==> src/rtl/type_pkg.sv <==
// rtl/type_pkg.sv - shared classification types for the bank timing controller
package type_pkg;

  // Row storage in the open-row table is sized for the widest supported row address.
  localparam int ROW_W_MAX = 16;

  typedef enum logic [1:0] {
    OPEN_PAGE_SAME_WE = 2'd0,
    OPEN_PAGE_DIF_WE  = 2'd1,
    CLOSED_PAGE       = 2'd2,
    CROSS_PAGE        = 2'd3
  } priority_t;

  typedef struct packed {
    logic                 open_vld;
    logic [ROW_W_MAX-1:0] open_row;
  } bank_state_t;

  function automatic int max_int(input int a, input int b);
    return (a > b) ? a : b;
  endfunction

endpackage

==> src/rtl/page_classifier.sv <==
// rtl/page_classifier.sv - combinational page-hit classification of one candidate
module page_classifier
  import type_pkg::*;
#(
  parameter int ROW_W  = 3,
  parameter int BANK_W = 2
) (
  input  logic                           valid,
  input  logic [ROW_W-1:0]               row,
  input  logic [BANK_W-1:0]              bank,
  input  logic                           we,
  input  bank_state_t [2**BANK_W-1:0]    bank_table,
  input  logic                           last_we,
  output priority_t                      cls
);

  bank_state_t entry;

  always_comb begin
    entry = bank_table[bank];
    cls   = CROSS_PAGE;
    if (valid) begin
      if (!entry.open_vld) begin
        cls = CLOSED_PAGE;
      end else if (entry.open_row == ROW_W_MAX'(row)) begin
        cls = (we == last_we) ? OPEN_PAGE_SAME_WE : OPEN_PAGE_DIF_WE;
      end
    end
  end

endmodule

==> src/rtl/bank_timing_control.sv <==
// rtl/bank_timing_control.sv - per-bank open-row tracking, busy timers and bus turnaround
module bank_timing_control
  import type_pkg::*;
#(
  parameter int ROW_W  = 3,
  parameter int BANK_W = 2,
  parameter int T_RP   = 3,
  parameter int T_RCD  = 2,
  parameter int T_WTR  = 4,
  parameter int T_RTW  = 2
) (
  input  logic              clk,
  input  logic              rst,
  input  logic              read_valid,
  input  logic [ROW_W-1:0]  read_row,
  input  logic [BANK_W-1:0] read_bank,
  input  logic              write_valid,
  input  logic [ROW_W-1:0]  write_row,
  input  logic [BANK_W-1:0] write_bank,
  input  logic              read_issued,
  input  logic              write_issued,
  input  logic [ROW_W-1:0]  issue_row,
  input  logic [BANK_W-1:0] issue_bank,
  input  logic              precharge_all,
  output priority_t         read_priority,
  output priority_t         write_priority,
  output logic              read_ready,
  output logic              write_ready
);

  localparam int NUM_BANKS = 2**BANK_W;
  localparam int BUSY_W    = $clog2(T_RP + T_RCD + 1);
  localparam int TURN_W    = $clog2(max_int(T_WTR, T_RTW) + 1);

  bank_state_t [NUM_BANKS-1:0] bank_table;
  logic [BUSY_W-1:0]           bank_busy [NUM_BANKS];
  logic                        last_we;
  logic [TURN_W-1:0]           turn_cnt;
  logic                        turn_blocks_read;

  priority_t         read_cls;
  priority_t         write_cls;
  logic              issue;
  logic              issue_we;
  logic              issue_hit;
  logic [BUSY_W-1:0] issue_delay;
  bank_state_t       issue_entry;

  page_classifier #(.ROW_W(ROW_W), .BANK_W(BANK_W)) u_read_cls (
    .valid(read_valid), .row(read_row), .bank(read_bank), .we(1'b0),
    .bank_table(bank_table), .last_we(last_we), .cls(read_cls)
  );

  page_classifier #(.ROW_W(ROW_W), .BANK_W(BANK_W)) u_write_cls (
    .valid(write_valid), .row(write_row), .bank(write_bank), .we(1'b1),
    .bank_table(bank_table), .last_we(last_we), .cls(write_cls)
  );

  // A simultaneous read and write issue is a scheduler fault; the read takes effect.
  always_comb begin
    issue       = read_issued || write_issued;
    issue_we    = write_issued && !read_issued;
    issue_entry = bank_table[issue_bank];
    issue_hit   = issue_entry.open_vld && (issue_entry.open_row == ROW_W_MAX'(issue_row));
    issue_delay = issue_entry.open_vld ? BUSY_W'(T_RP + T_RCD) : BUSY_W'(T_RCD);
  end

  always_ff @(posedge clk or posedge rst) begin
    if (rst) begin
      for (int b = 0; b < NUM_BANKS; b++) begin
        bank_table[b] <= '0;
        bank_busy[b]  <= '0;
      end
      last_we          <= 1'b0;
      turn_cnt         <= '0;
      turn_blocks_read <= 1'b0;
    end else begin
      for (int b = 0; b < NUM_BANKS; b++) begin
        if (issue && (issue_bank == BANK_W'(b))) begin
          bank_table[b] <= '{open_vld: 1'b1, open_row: ROW_W_MAX'(issue_row)};
          if (!issue_hit) begin
            bank_busy[b] <= issue_delay;
          end else if (bank_busy[b] != '0) begin
            bank_busy[b] <= bank_busy[b] - 1'b1;
          end
        end else begin
          if (precharge_all) begin
            bank_table[b].open_vld <= 1'b0;
          end
          if (bank_busy[b] != '0) begin
            bank_busy[b] <= bank_busy[b] - 1'b1;
          end
        end
      end
      if (issue) begin
        turn_cnt         <= issue_we ? TURN_W'(T_WTR) : TURN_W'(T_RTW);
        turn_blocks_read <= issue_we;
        last_we          <= issue_we;
      end else if (turn_cnt != '0) begin
        turn_cnt <= turn_cnt - 1'b1;
      end
    end
  end

  // Outputs are computed from the pre-update state, so an issue shows up one edge later.
  always_ff @(posedge clk or posedge rst) begin
    if (rst) begin
      read_priority  <= CLOSED_PAGE;
      write_priority <= CLOSED_PAGE;
      read_ready     <= 1'b0;
      write_ready    <= 1'b0;
    end else begin
      read_priority  <= read_cls;
      write_priority <= write_cls;
      read_ready     <= read_valid && (bank_busy[read_bank] == '0) &&
                        !((turn_cnt != '0) && turn_blocks_read);
      write_ready    <= write_valid && (bank_busy[write_bank] == '0) &&
                        !((turn_cnt != '0) && !turn_blocks_read);
    end
  end

endmodule

==> config.mk <==
export PLATFORM = sky130hd
export DESIGN_NAME = bank_timing_control
export DESIGN_NICKNAME = d
export VERILOG_FILES = /design/src/rtl/type_pkg.sv /design/src/rtl/page_classifier.sv /design/src/rtl/bank_timing_control.sv
export SDC_FILE = /design/constraint.sdc
export NUM_CORES = 1
export LEC_CHECK = 0
export CORE_ASPECT_RATIO = 1.25
export CORE_MARGIN = 2
export CORE_UTILIZATION = 28
export CTS_CLUSTER_DIAMETER = 60
export DETAILED_ROUTE_END_ITERATION = 6
export MAX_ROUTING_LAYER = met4
export PLACE_DENSITY_LB_ADDON = 0.2
export SLEW_MARGIN = 20
export SYNTH_ARGS = -nofsm -noshare
export SYNTH_HDL_FRONTEND = slang
export SYNTH_SLANG_ARGS = --single-unit
==> constraint.sdc <==
create_clock -name clk -period 1.9 [get_ports clk]
set_input_delay 0.38 -clock clk [delete_from_list [all_inputs] [get_ports clk]]
set_output_delay 0.38 -clock clk [all_outputs]
set_load 0.02 [all_outputs]
==> impl_results.md <==
* Post-synth EDFFs at 0
* Outcome: finished clean
* Die height at slightly above 100 um
* Final Skew at approximately 5 ps
* Layout area overhead at 31.4%
* CTS Buffer Depth at 2
* Fin cells at 337
* Pleak at around 1.3 nW
* M2 GR Usage at 22.1%
* DIE AREA at between 0.008 and 0.009 mm2
* Final Wtd Congestion at 0.800
* Crit path max fanout at 4
* Type of the worst setup path: in2reg
* Post-synth ARST share at 100%
* Via count at 1,559
* RSZ-0062 raised after global routing: false
* Met1 usage at roughly 16%
* Fin area at roughly 0.0029 mm2
* Ranking of synthesized cells by area: dfrtp_1 (41%), mux4_2 (11%), ha_1 (8.0%), mux2_2 (6.7%), inv_1 (4.5%)
* Slew @ Worst Pin at around 410 ps
* Synth unique cells at 33
* Dpl cell area at around 0.0027 mm2
* List of most frequent post-synthesis cells: dfrtp_1 (36), inv_1 (26), ha_1 (14)
* First-pass GRT wire length at 8310 um
* Final nets at 277
* GRT Util Overall at around 13%
* CTS sink cnt at 38
* Final WL at roughly 4700 um
* Worst r2r src: bank_table[52]
* Syn Area/Cell at 11.7 um2
* Clock slew at the register clock pins of the worst setup and hold paths at approximately 70 ps
* Syn Inst Count at approximately 190
* IO Port Bufs at 27
* Most used DFF post-synth: dfrtp_1
* Seq/Total Area, Yosys at 43.5%
* Most common cell in the netlist: dfrtp_1
* I/O pin cnt at 28
* Peak supply drop at between 0.4 and 0.5 mV
* Grt total ovfl at 0
* Max Cap Viol at 0
* Hold_buf cts at 0
* Clk_lat worst skew at ~280 ps
* H-tree Lvls at 2
* DRT iter0 DRCs at 63
* Final setup vio count at 0
* Detail Route Antenna Nets at 0
* Max transition margin at 72.6%
* Power Density at approximately 990 mW/mm2
* Hold crit path type: in2async
* Crit path required time at roughly 2100 ps
* Vias in the first global route at roughly 1,600
* Worst setup SP type: primary input
* Drt wl/cell at between 10 and 15 um
* Mapped Nets at ~220
* Crit end category: flop
* Routing usage on met3 at under 10%
* Synth Register Bits at 38
* Pins Over Slew Limit at 0
* Cell Rows at 36
* Vias per inst at ~4.6
* Ant. Diodes at 0
* Synth top area share at 41.1%
* Router iterations before antenna repair at 4
* DRC at 0
* Period minus WS final at between 1500 and 2000 ps
* Synth Warn # at 0
* Antenna violations before repair at 0
* Cts bufs inserted at 5
* CTS tree: built
* Max Fclk at 546 MHz
* Dpl cells at 329
* Share of layout cells above drive strength 1 at about a quarter
* Crit path from: read_bank[1]
* CTS Root Cell: clkbuf_8
* Critical Path AT at around 2000 ps
* Detailed placement HPWL at between 3000 and 4000 um
* Syn Std Cell Area at approximately 0.0022 mm2
* Die Wd at roughly 83 um
* Largest net degree at the start of global routing at 31
* Fin. Hold Viols at 0
* Final Cycle Share at between 90% and 100%
* GR peak layer: met2
* Initial core utilization at between 20% and 30%
* Core area at between 0.007 and 0.008 mm2
* Largest area contributor in the netlist: dfrtp_1
==> report_power, final <==
part / total, W / switching, W / internal (W)
combinational: 0.00112 / 0.000506 / 0.000613
sequential: 0.00116 / 0.000151 / 0.00101
clock: 0.000568 / 0.000275 / 0.000293
total: 0.00284 / 0.000932 / 0.00191
==> per-layer routing <==
metal  part of all wire, %  up-vias  routed length, um
li1                      -      766                  -
met1                    44      751               2050
met2                    51       37               2420
met3                   3.6        5                167
met4                   1.4        0                 65
met5                     0        -                  0
==> worst max-delay path: stages <==
cell,delay (ps)
clkdlybuf4s50_1,590
mux4_2,540
xnor2_1,170
nand4_1,160
a2bb2oi_1,160
==> registers in the layout, summed over array words and instances, names as in the netlist <==
signal            cells
bank_busy            12
read_ready            1
turn_blocks_read      1
write_priority        2
read_priority         2
write_ready           1
turn_cnt              3
bank_table           16
==> through the flow <==
stage | setup TNS [ps] | hold slack (ps) | setup WS [ps] | utilization, % | total power (W)
5_1_grt | 0 | 381 | 1.49 | 37.4 | 0.00310
3_5_place_dp | -6340 | 545 | -420 | 35.7 | 0.00229
3_3_place_gp | -5940 | 531 | -384 | 35.7 | 0.00226
6_report | 0 | 360 | 67.7 | 37.4 | 0.00284
4_1_cts | 0 | 371 | 13.0 | 37.0 | 0.00288
2_1_floorplan | 0 | 443 | 259 | - | 0.00195
==> kinds of logic after synthesis <==
group | count (synthesis) | share of synthesized area, %
fa+ha+maj | 14 | 8.00
simple gates | 30 | 7.02
xor+xnor | 17 | 6.80
mux | 28 | 19.8
compound gates | 32 | 10.0
buf+inv | 28 | 4.85
flops | 38 | 43.5
==> area by class of cell <==
cell class              instances  area (um2)
fillers                       754        4820
multi-input cells             121        1160
flip-flops and latches         38         953
repair buffers                 49         453
well taps                      95         119
inverters                      26        97.6
clock buffers                   7        86.3
clock inverters                 1        5.00
==> repair_timing <==
item | CTS | global route
pin swaps | 3 | 1
setup buffers | 0 | 0
setup endpoints to repair | 11 | 11
resized for setup | 5 | 6
==> final timing paths <==
kind,to,slack [ps],cells past startpoint
setup / recovery,read_priority[0],70,5
hold / removal,turn_cnt[2],360,2
setup reg to reg,bank_busy[8],160,5
hold reg to reg,turn_cnt[1],560,2
max in group asynchronous,bank_table[51],1050,3
min in group clk,bank_table[50],500,3
==> cell usage in the layout (no fill, tap or decap), types with 6 or more instances in the layout <==
cell type and instances:
dfrtp_1 36, inv_1 26, clkdlybuf4s50_1 25, buf_4 20, ha_1 14, mux2_2 13
mux4_2 11, xnor2_1 10, nor2_1 8, a21oi_1 8, nor3_1 7, a21o_1 6
clkbuf_8 6
Power figures use the tool's default switching activity.
